**src/rtl/updown_sweep_controller.sv**
```systemverilog
// updown_sweep_controller: owns a BITS-wide up/down count register and sweeps it
// bottom -> top -> bottom for a programmed number of sweeps. It dwells at each end
// point and reports busy, done and configuration-error status.
module updown_sweep_controller #(
    parameter int unsigned BITS    = 4,
    parameter int unsigned DWELL_W = 4,
    parameter int unsigned SWP_W   = 4
) (
    input  logic               clk,
    input  logic               reset_n,
    input  logic               start,
    input  logic               abort,
    input  logic [BITS-1:0]    bottom,
    input  logic [BITS-1:0]    top,
    input  logic [DWELL_W-1:0] dwell,
    input  logic [SWP_W-1:0]   sweeps,
    output logic [BITS-1:0]    Q,
    output logic               up,
    output logic               enable,
    output logic               busy,
    output logic               done,
    output logic               err
);

    // Binary state encoding; code 3'd7 is unused and recovers to idle.
    localparam logic [2:0] StIdle    = 3'd0;
    localparam logic [2:0] StRise    = 3'd1;
    localparam logic [2:0] StHoldTop = 3'd2;
    localparam logic [2:0] StFall    = 3'd3;
    localparam logic [2:0] StHoldBot = 3'd4;
    localparam logic [2:0] StDone    = 3'd5;
    localparam logic [2:0] StErr     = 3'd6;

    localparam logic [BITS-1:0]    QOne     = BITS'(1);
    localparam logic [DWELL_W-1:0] DwellOne = DWELL_W'(1);
    localparam logic [SWP_W-1:0]   SwpOne   = SWP_W'(1);

    logic [2:0]         state_q, state_d;
    logic [BITS-1:0]    q_q, q_d;
    logic [BITS-1:0]    bot_q, bot_d;
    logic [BITS-1:0]    top_q, top_d;
    logic [DWELL_W-1:0] dwell_q, dwell_d;
    logic [DWELL_W-1:0] dcnt_q, dcnt_d;
    logic [SWP_W-1:0]   rem_q, rem_d;

    logic [BITS-1:0] q_inc;
    logic [BITS-1:0] q_dec;
    logic            cfg_ok;
    logic            in_run;

    // Step values and start qualification.
    always_comb begin
        q_inc  = q_q + QOne;
        q_dec  = q_q - QOne;
        // bottom < top guarantees the count never wraps during a sweep.
        cfg_ok = (bottom < top) && (sweeps != '0);
        in_run = (state_q == StRise) || (state_q == StHoldTop) ||
                 (state_q == StFall) || (state_q == StHoldBot);
    end

    // Next-state, count and counter update.
    always_comb begin
        state_d = state_q;
        q_d     = q_q;
        bot_d   = bot_q;
        top_d   = top_q;
        dwell_d = dwell_q;
        dcnt_d  = dcnt_q;
        rem_d   = rem_q;

        case (state_q)
            StIdle: begin
                // abort in idle suppresses a simultaneous start.
                if (start && !abort) begin
                    if (cfg_ok) begin
                        bot_d   = bottom;
                        top_d   = top;
                        dwell_d = dwell;
                        rem_d   = sweeps;
                        q_d     = bottom;
                        state_d = StRise;
                    end else begin
                        state_d = StErr;
                    end
                end
            end

            StRise: begin
                q_d = q_inc;
                if (q_inc == top_q) begin
                    dcnt_d  = dwell_q;
                    state_d = StHoldTop;
                end
            end

            StHoldTop: begin
                if (dcnt_q == '0) begin
                    state_d = StFall;
                end else begin
                    dcnt_d = dcnt_q - DwellOne;
                end
            end

            StFall: begin
                q_d = q_dec;
                if (q_dec == bot_q) begin
                    if (rem_q == SwpOne) begin
                        state_d = StDone;
                    end else begin
                        rem_d   = rem_q - SwpOne;
                        dcnt_d  = dwell_q;
                        state_d = StHoldBot;
                    end
                end
            end

            StHoldBot: begin
                if (dcnt_q == '0) begin
                    state_d = StRise;
                end else begin
                    dcnt_d = dcnt_q - DwellOne;
                end
            end

            StDone: state_d = StIdle;

            StErr: state_d = StIdle;

            default: state_d = StIdle;
        endcase

        // Abort freezes the count where it is and drops straight to idle.
        if (abort && in_run) begin
            state_d = StIdle;
            q_d     = q_q;
            dcnt_d  = dcnt_q;
            rem_d   = rem_q;
        end
    end

    // State and datapath registers with asynchronous active-low reset.
    always_ff @(posedge clk or negedge reset_n) begin
        if (!reset_n) begin
            state_q <= StIdle;
            q_q     <= '0;
            bot_q   <= '0;
            top_q   <= '0;
            dwell_q <= '0;
            dcnt_q  <= '0;
            rem_q   <= '0;
        end else begin
            state_q <= state_d;
            q_q     <= q_d;
            bot_q   <= bot_d;
            top_q   <= top_d;
            dwell_q <= dwell_d;
            dcnt_q  <= dcnt_d;
            rem_q   <= rem_d;
        end
    end

    // Status outputs decode directly from the state register.
    always_comb begin
        Q      = q_q;
        up     = (state_q == StRise);
        enable = (state_q == StRise) || (state_q == StFall);
        busy   = in_run;
        done   = (state_q == StDone);
        err    = (state_q == StErr);
    end

endmodule
```
**config.mk**
```make
export PLATFORM = sky130hd
export DESIGN_NAME = updown_sweep_controller
export DESIGN_NICKNAME = d
export VERILOG_FILES = /design/src/rtl/updown_sweep_controller.sv
export SDC_FILE = /design/constraint.sdc
export NUM_CORES = 1
export LEC_CHECK = 0
export CORE_MARGIN = 3
export CORE_UTILIZATION = 45
export CTS_CLUSTER_SIZE = 20
export DETAILED_ROUTE_END_ITERATION = 8
export PLACE_DENSITY = 0.69
export SLEW_MARGIN = 5
export SYNTH_ARGS = -nofsm -noshare
export SYNTH_HDL_FRONTEND = slang
export SYNTH_SLANG_ARGS = --single-unit
```
**constraint.sdc**
```tcl
create_clock -name clk -period 3.6 [get_ports clk]
set_input_delay 0.72 -clock clk [delete_from_list [all_inputs] [get_ports clk]]
set_output_delay 0.72 -clock clk [all_outputs]
set_load 0.03 [all_outputs]
```
== Word level (Yosys, flattened, before mapping) ==
Cells that the tools add are included.

* Magnitude comparators: 1
* Reductions and logical operators: 20
* Equality and inequality tests: 20
* Bitwise logic cells: 1
* Muxes and demuxes: 22
* $add $sub $neg: 4

{| class="wikitable"
|+ Operators with widths
! cell !! number
|-
| 4-bit two-way mux || 10
|-
| 4-bit one-hot mux with 3 select lines || 2
|-
| 3-bit two-way mux || 7
|-
| 3-bit one-hot mux with 5 select lines || 1
|-
| 6-bit AND reduction || 2
|-
| 4-bit by 1-bit subtractor with 4-bit output (second input constant) || 3
|-
| 2-bit != test (second input constant) || 5
|-
| 3-bit == test (second input constant) || 3
|-
| 3-bit by 1-bit != test with 1-bit output (second input constant) || 3
|-
| 4-bit == test || 2
|-
| 4-bit one-hot mux with 2 select lines || 1
|-
| 3-bit by 2-bit == test with 1-bit output (second input constant) || 2
|-
| 3-bit != test (second input constant) || 2
|-
| 3-bit nonzero test || 2
|-
| 5-bit AND reduction || 1
|-
| 4-bit by 1-bit adder with 4-bit output (second input constant) || 1
|-
| 4-bit by 1-bit == test with 1-bit output (second input constant) || 1
|-
| 4-bit zero test || 1
|-
| 1-bit logical OR || 4
|-
| 4-bit less-than comparator || 1
|-
| 4-bit AND reduction || 1
|-
| 4-bit nonzero test || 1
|-
| 3-bit by 1-bit == test with 1-bit output (second input constant) || 1
|-
| 1-bit logical AND || 3
|-
| 8 further kinds || 8
|}

* Word-level logic and storage cells: 75
* Register bits after elaboration: 27
* Bits of input ports: 20

== Depth between registers and ports, before layout ==
Gate-level depths: netlist of the first run.

* Depth after elaboration: 7
* Depth in mapped cells: 10
* Depth with buffers taken out: 8

== Worst setup path before layout of the first run ==
OpenSTA, ideal clock, no wires.

* Kind: input -> register
* Start point: in top[1]
* End point: reg bot_q[0]
* Data required time: 3.475 ns
* Setup slack: 1.078 ns
* Path buffers: 1
* Cell stages on the path: 8
* Data arrival time: 2.397 ns
* Setup time: 0.125 ns
* Cells stage by stage: inv_1 > ha_1 > a211oi_2 > o2111ai_2 > a211oi_4 > nand2_4 > buf_6 > mux2_4

* Cells in the longest elaborated chain, start to end: 3

{| class="wikitable"
|+ Ends and longest elaborated chain
! what !! RTL line !! source
|-
| start, declared || 14 || <nowiki>input logic [BITS-1:0] top,</nowiki>
|-
| 4-bit less-than comparator || 56 || <nowiki>cfg_ok = (bottom < top) && (sweeps != '0);</nowiki>
|-
| 1-bit logical AND || 56 ||
|-
| 3-bit AND reduction (no source line) || n/a ||
|-
| end signal, assigned || 154 || <nowiki>bot_q <= bot_d;</nowiki>
|-
| end, declared || 40 || <nowiki>logic [BITS-1:0] bot_q, bot_d;</nowiki>
|}

No other way between the ends.
A chain may end at the register's enable or synchronous reset.

== Final worst setup path of the first run ==
* Start point: reg state_q[1]
* End point: out done

* Cells in the longest elaborated chain, start to end: 1

{| class="wikitable"
|+ Ends and longest elaborated chain
! what !! RTL line !! source
|-
| start, declared || 38 || <nowiki>logic [2:0] state_q, state_d;</nowiki>
|-
| start signal, assigned || 144 || <nowiki>state_q <= StIdle;</nowiki>
|-
| start signal, assigned || 152 || <nowiki>state_q <= state_d;</nowiki>
|-
| 3-bit == test || 168 || <nowiki>done = (state_q == StDone);</nowiki>
|-
| end, declared || 21 || <nowiki>output logic done,</nowiki>
|}

No other way between the ends.

==> metrics.txt, run 1 <==
status complete, no violations; die area 4970 um^2; total wire length 4450 um; I/O Buffers 28; crit path time final 2.99 ns; fin crit share 0.831; FMAX 0.334 GHz; GRT Residual Overflow 0; largest net degree at the start of global routing 28; crit end category output port; Post-route DRC 0; final setup fails 0; Design Power 0.00178 W; clock share of power 0.100; CP max stage delay 0.71 ns; RSZ-0062 raised after global routing false; Ports 29; Flop pwr share 0.344; cts repair resizes 0; synth cell count leaders dfrtp_1 (27), a21oi_1 (15), nand2_1 (12); synth unique cells 48; nets 249; Switching Share 0.437; GPL Wtd Cong 0.834; syn avg cell area 9.56 um^2; routed length per placed instance 16.6 um; core area 3830 um^2; die span in x 70.5 um; DP Area 2180 um^2; Slew headroom 0.623; post-synth top area share 0.361; CTS clk-pin slew, worst paths 0.09 ns; Post-Synthesis Cells 196; HPWL after DPL 3370 um; Internal 0.00100 W; CTS tree built; Clock Path Buffers 2; maxcap violations 0; Worst-Skew Late Latency 0.28 ns; area grow syn2layout 19.0%; critical path class flop to output port; Buf/Inv on CP 2; syn nets 224; filler instances 328; CP top delay family buffers and inverters; initial antenna violation count 0; Slowest-stage cell, CP dfrtp_1; top-count cell post-synth dfrtp_1; postcts setup bufs 0; final antenna-violating net count 0; Die H 70.5 um; Max VDD drop 0.000448 V; area leader, netlist dfrtp_1; CTS Root Cell clkbuf_8; async set-reset flop share out of synthesis 1.00; EDFF count, synth 0; Syn Std Cell Area 1870 um^2; n_diodes 0; All-Layer GR Usage 0.195; # hold bufs at CTS 0; area of the multi-input gates 1100 um^2; register area 676 um^2; Slew Limit Fails 0; #FFs+latches synth 27; # rows 22; combinational power share 0.556; Pre-antenna DRT Iters 4; leakage 0.916 nW; TritonCTS Buffers 3; WP data required 2.88 ns; starting density of the core 0.490; Net Switching 0.000779 W; Layout Skew 0.00103 ns; PD cells 799 nW/um^2; setup TNS 0 ns; CP arrival 2.27 ns; share of layout cells above drive strength 1 0.123; design area 2230 um^2; Initial DRC Count 112; worst min path class flop to flop; post-synthesis sequential area ratio 0.361; Tightest Pin Transition 0.566 ns; DR vias/cell 5.75; number of global-route vias before repair 1577; H-tree Lvls 1; # clock sinks 27; CP Cell Sequence clkinv_1, and3_1, clkdlybuf4s50_1; Synth Flop Type dfrtp_1; Ys Warns 0; first-pass GRT wire length 7690 um; number of hold violations in the final report 0; total number of vias 1541; crit start category flop; top cells by area, synth dfrtp_1 (36%), mux2_4 (7.2%), ha_1 (5.3%), xnor2_1 (4.7%), a21oi_1 (4.0%); crit-path max FO 16
cell usage in the layout, fill, tap and decap left out, types with 2 or more instances in the layout:
| cell | n |
|---|---|
| buf_4 | 3 |
| and2_1 | 2 |
| clkinv_1 | 2 |
| mux2_2 | 3 |
| inv_1 | 11 |
| clkdlybuf4s50_1 | 28 |
| o21ai_1 | 2 |
| nor2_1 | 11 |
| mux2i_1 | 2 |
| o2111ai_1 | 3 |
| o21ai_0 | 11 |
| ha_1 | 8 |
| a22oi_1 | 2 |
| nand2_1 | 12 |
| nand3_1 | 6 |
| o211ai_1 | 3 |
| xnor2_1 | 10 |
| nor2b_1 | 3 |
| nor4_1 | 3 |
| dfrtp_1 | 27 |
| nor3_1 | 4 |
| or3b_2 | 2 |
| a31oi_1 | 2 |
| or3_1 | 4 |
| nand2b_1 | 6 |
| a21oi_1 | 15 |
| clkbuf_8 | 3 |
| xor2_1 | 4 |
| mux2_4 | 9 |
power groups by stage:
stage	logic, W	clock network (W)	registers (W)
after floorplan	0.000750	0	0.000582
after global placement	0.000956	0	0.000608
after detailed placement	0.000982	0	0.000616
after CTS	0.000990	0.000185	0.000610
after global routing	0.00109	0.000200	0.000637
final	0.000991	0.000177	0.000613
state kept, by name, indices dropped and copies added (netlist names):
register and flops:
top_q 4, bot_q 4, state_q 3, dwell_q 4
dcnt_q 4, rem_q 4, Q 4
final timing paths:
path                       slack, ns  depth (start not counted)    endpoint  startpoint
hold reg to reg                 0.52                          1  dwell_q[2]  dwell_q[2]
setup / recovery                0.61                          3        done  state_q[1]
min in group asynchronous       0.81                          2    bot_q[1]     reset_n
setup reg to reg                0.99                          7  state_q[2]        Q[0]
hold / removal                  0.52                          1  dwell_q[2]  dwell_q[2]
max in group asynchronous       2.53                          2    rem_q[2]     reset_n
through the flow:
stage,hold slack (ns),utilization,instances,setup WS [ns]
2_1_floorplan,0.424,-,196,1.08
3_3_place_gp,0.506,0.571,264,0.505
3_5_place_dp,0.507,0.571,264,0.434
4_1_cts,0.530,0.583,268,0.611
5_1_grt,0.545,0.583,268,0.450
6_report,0.525,0.583,268,0.609
cells by family (layout without fill, tap and decap cells):
kind of cell,Yosys count,after routing,share of synthesized area
simple gates,55,55,0.152
compound gates,54,54,0.214
flops,27,27,0.361
buf+inv,24,48,0.0541
xor+xnor,14,14,0.0655
mux,14,14,0.101
fa+ha+maj,8,8,0.0534
worst reg2reg max path: stages (launching register included):
cell and delay [ns]:
dfrtp_1 0.55, inv_1 0.12, ha_1 0.38, xor2_1 0.18, o41ai_1 0.36, nor2b_1 0.51
nand2b_1 0.14, o32ai_1 0.28
routing by layer:
layer | vias up | wire length (um) | track usage
met5 | - | 0 | 0
met4 | 0 | 123 | 0.0745
met3 | 15 | 215 | 0.0388
met2 | 49 | 2120 | 0.310
met1 | 729 | 2000 | 0.261
li1 | 748 | - | -
layout make-up:
cell class	count	share of cell area
well taps	48	0.0269
repair buffers	31	0.136
flip-flops and latches	27	0.303
multi-input cells	145	0.492
clock buffers	3	0.0185
inverters	13	0.0219
clock inverters	1	0.00224
No activity file was read; power rests on OpenSTA's default activity.
==> inputs of run 2 (changes only) <==
- clock period: 3.6 -> 2.8 ns (I/O delays scaled with it)
==> run 2 against run 1 <==
Net effect:
- sequential cell count stayed put
- critical path depth is 5 higher
- combinational power is 36% higher
- largest power group unchanged
- clock-buffer cell count stayed put
- global-route usage is 1.2 points lower
- die area stayed put
- register-to-register slack worse by 0.63 ns
- total power is 31% higher
- critical endpoint is now bot_q[0]
==> metrics.txt, run 2 (synthesis results as in run 1) <==
status complete, no violations; Hold EP dwell_q[1]; area grow syn2layout 23.6%; fin crit share 0.922; critical path startpoint top[1]; FMAX 0.387 GHz; Slew Limit Fails 0; Post-route DRC 0; FF-to-FF setup slack 0.36 ns; RSZ-0062 raised after global routing false; met3 WL 147 um; initial antenna violation count 0; PD cells 1010 nW/um^2; WHS Path Cells 1; Pre-antenna DRT Iters 4; final setup fails 0; Die H 70.5 um; core area 3830 um^2; Slew headroom 0.698; CP arrival 2.75 ns; Reg-to-Reg End state_q[2]; GPL Wtd Cong 0.881; critical path class input port to flop; combinational power share 0.578; most frequent cells in the layout clkdlybuf4s50_1 (28), dfrtp_1 (27), a21oi_1 (15); # hold bufs at CTS 0; # clock sinks 27; TritonCTS Buffers 3; n_diodes 0; Max VDD drop 0.000526 V; leakage 0.967 nW; crit end category flop; maxcap violations 0; Initial DRC Count 47; first-pass GRT wire length 7530 um; die span in x 70.5 um; clock share of power 0.100; DP Area 2270 um^2; number of global-route vias before repair 1629; CTS clk-pin slew, worst paths 0.10 ns; wl on met1 2060 um; total wire length 4400 um; All-Layer GR Usage 0.183; GRT Residual Overflow 0; crit-path max FO 13; Internal 0.00133 W; worst min path class flop to flop; Clock Path Buffers 2; I/O Buffers 28; crit path time final 2.58 ns; worst r2r src Q[0]; postcts setup bufs 0; Worst-Skew Late Latency 0.28 ns; H-tree Lvls 1; CTS tree built; Worst Hold Slack 0.527 ns; # rows 22; largest net degree at the start of global routing 28; Tightest Pin Transition 0.454 ns; Net Switching 0.00100 W; Layout Skew 0.0102 ns; crit start category input port; worst reg2reg path depth 8; Design Power 0.00233 W; CP Cell Sequence clkdlybuf4s50_1, inv_1, ha_1, a211oi_2, o2111ai_2, a211oi_4, nand2_4, mux2_4; CTS Root Cell clkbuf_8; Final Util 0.605; Switching Share 0.431; commonest non-fill, non-tap cell in the layout clkdlybuf4s50_1; CP max stage delay 0.49 ns; Ports 29; Slowest-stage cell, CP clkdlybuf4s50_1; die area 4970 um^2; number of hold violations in the final report 0; starting density of the core 0.490; DR vias/cell 5.65; final antenna-violating net count 0; nets 260; HPWL after DPL 3280 um; Hold Path Origin dwell_q[1]; WP data required 2.97 ns; total number of vias 1577; cts repair resizes 0; share of layout cells above drive strength 1 0.165; Flop pwr share 0.322; routed length per placed instance 15.8 um; Routed met2 length 2140 um; Max Used Layer met4; design area 2310 um^2
[run 2: metal layers]
metal,vias to the layer above,global-route usage
met3,6,0.0259
met2,34,0.304
met5,-,0
li1,772,-
met4,0,0.0447
met1,765,0.251
[run 2: area by class of cell]
cell class | count | area, um^2
well taps | 48 | 60.1
clock buffers | 3 | 41.3
multi-input cells | 145 | 1100
fillers | 319 | 1510
clock inverters | 1 | 7.51
repair buffers | 42 | 385
inverters | 13 | 48.8
flip-flops and latches | 27 | 676
[run 2: critical path, delay by kind of cell]
family          cells  cell delay [ns]
buf+inv             2             0.54
compound gates      3             0.81
simple gates        1             0.20
mux                 1             0.34
fa+ha+maj           1             0.30
[run 2: worst max path at each step]
stage | cells after the start | slack [ns] | endpoint
after floorplan | 10 | 0.42 | dcnt_q[2]
after global placement | 8 | 0.003 | top_q[3]
after detailed placement | 8 | -0.06 | bot_q[0]
after CTS | 8 | 0.22 | bot_q[0]
after global routing | 9 | 0.1 | Q[2]
final | 8 | 0.22 | bot_q[0]
[run 2: metrics by stage]
stage / setup TNS [ns] / setup WS [ns] / std cells
after global placement: 0 / 0.00261 / 275
final: 0 / 0.219 / 279
after CTS: 0 / 0.216 / 279
after global routing: 0 / 0.0967 / 279
after detailed placement: -0.630 / -0.0591 / 275
after floorplan: 0 / 0.415 / 196
[run 2: power by group through the flow]
stage,registers (W),clock network (W),logic (W)
floorplan,0.000748,0,0.000964
global placement,0.000750,0,0.00129
detailed placement,0.000754,0,0.00133
CTS,0.000749,0.000236,0.00134
global route,0.000774,0.000255,0.00148
finish,0.000750,0.000233,0.00135
==> inputs of run 3 (changes only) <==
- CTS_BUF_LIST: unset -> sky130_fd_sc_hd__clkbuf_4
- SETUP_SLACK_MARGIN: unset -> 0.05
==> run 3 against run 2 <==
Net effect:
- combinational power about the same
- non-clock buffer count is the same
- hold slack improved by 0.012 ns
- clock skew up 0.0053 ns
- routed wire length is 0.75% lower
- maximum frequency is 1.9% higher
- clock power down 20%
- final area is 0.70% lower
- via count down 0.51%
- register-to-register slack hardly changed
- critical path type is now flop to output port
- critical endpoint is now up
==> metrics.txt, run 3 (synthesis results as in run 1) <==
GRT Residual Overflow 0; critical path class flop to output port; number of hold violations in the final report 0; Final Util 0.601; Design Power 0.00228 W; H-tree Lvls 1; Initial DRC Count 74; final antenna-violating net count 0; Post-route DRC 0; DR vias/cell 5.62; die area 4970 um^2; Slew Limit Fails 0; Hold Path Origin dwell_q[1]; share of layout cells above drive strength 1 0.165; final setup fails 0; routed length per placed instance 15.6 um; crit start category flop; WP data required 2.24 ns; Clock Path Buffers 2; leakage 0.971 nW; crit path time final 2.53 ns; CTS tree built; I/O Buffers 28; Worst-Skew Late Latency 0.35 ns; GPL Wtd Cong 0.881; Die H 70.5 um; Cell Count, Final, Fillers Out 279; worst min path class flop to flop; maxcap violations 0; TritonCTS Buffers 3; CTS Root Cell clkbuf_4; worst r2r src Q[0]; initial antenna violation count 0; Pre-antenna DRT Iters 4; die span in x 70.5 um; Max VDD drop 0.000583 V; # rows 22; critical path startpoint state_q[2]; fin crit share 0.904; # hold bufs at CTS 0; FF-to-FF setup slack 0.36 ns; Tightest Pin Transition 0.446 ns; total number of vias 1569; crit end category output port; starting density of the core 0.490; core area 3830 um^2; n_diodes 0; CTS clk-pin slew, worst paths 0.17 ns; Layout Skew 0.0155 ns; nets 260; status complete, no violations; area grow syn2layout 22.7%; CP arrival 1.97 ns; first-pass GRT wire length 7470 um; most frequent cells in the layout dfrtp_1 (27), clkdlybuf4s50_1 (27), a21oi_1 (15); FMAX 0.395 GHz; # clock sinks 27; placed insts 275; largest net degree at the start of global routing 28; All-Layer GR Usage 0.181; PD cells 991 nW/um^2; Ports 29; Worst Hold Slack 0.539 ns; RSZ-0062 raised after global routing false; total wire length 4370 um; HPWL after DPL 3280 um; number of global-route vias before repair 1605; crit-path max FO 7; Slew headroom 0.703
## run 3: what timing repair did
action | CTS | global route
setup buffers | 0 | 0
gates resized for setup | 0 | 1
setup endpoints to repair | 0 | 1
## run 3: where the power goes
group	internal [W]	switching [W]
registers	0.000576	0.000172
clock network	0.0000548	0.000133
logic	0.000646	0.000695
total	0.00128	0.00100
## run 3: layout make-up
type                            instances  area, um^2
Fill cell                             321        1530
Clock inverter                          1        7.51
Clock buffer                            3        22.5
Sequential cell                        27         676
Multi-Input combinational cell        145        1100
Timing Repair Buffer                   42         388
Tap cell                               48        60.1
Inverter                               13        48.8
## run 3: worst paths after layout
kind	cells past startpoint	end
max in group asynchronous	2	rem_q[2]
min in group asynchronous	2	Q[1]
setup reg to reg	8	state_q[2]
hold / removal	1	dwell_q[1]
hold reg to reg	1	dwell_q[1]
setup / recovery	3	up
## run 3: stage by stage
stage	setup TNS, ns	instance area, um^2	worst slack, ns
2_1_floorplan	0	1870	0.415
3_5_place_dp	-0.630	2270	-0.0591
4_1_cts	0	2300	0.204
6_report	0	2300	0.268
5_1_grt	0	2300	0.111
3_3_place_gp	0	2270	0.00261
## run 3: metal layers
metal / track usage / share of wire / vias up
met5: 0 / 0 / -
met1: 0.252 / 0.48 / 757
met2: 0.297 / 0.47 / 34
met4: 0.0511 / 0.013 / 0
met3: 0.0216 / 0.034 / 6
li1: - / - / 772
## run 3: critical path, cell delays in order, from the launching register on
cell and delay [ns]:
dfrtp_1 0.41, nand2b_1 0.30, nor2_1 0.21, clkdlybuf4s50_1 0.70
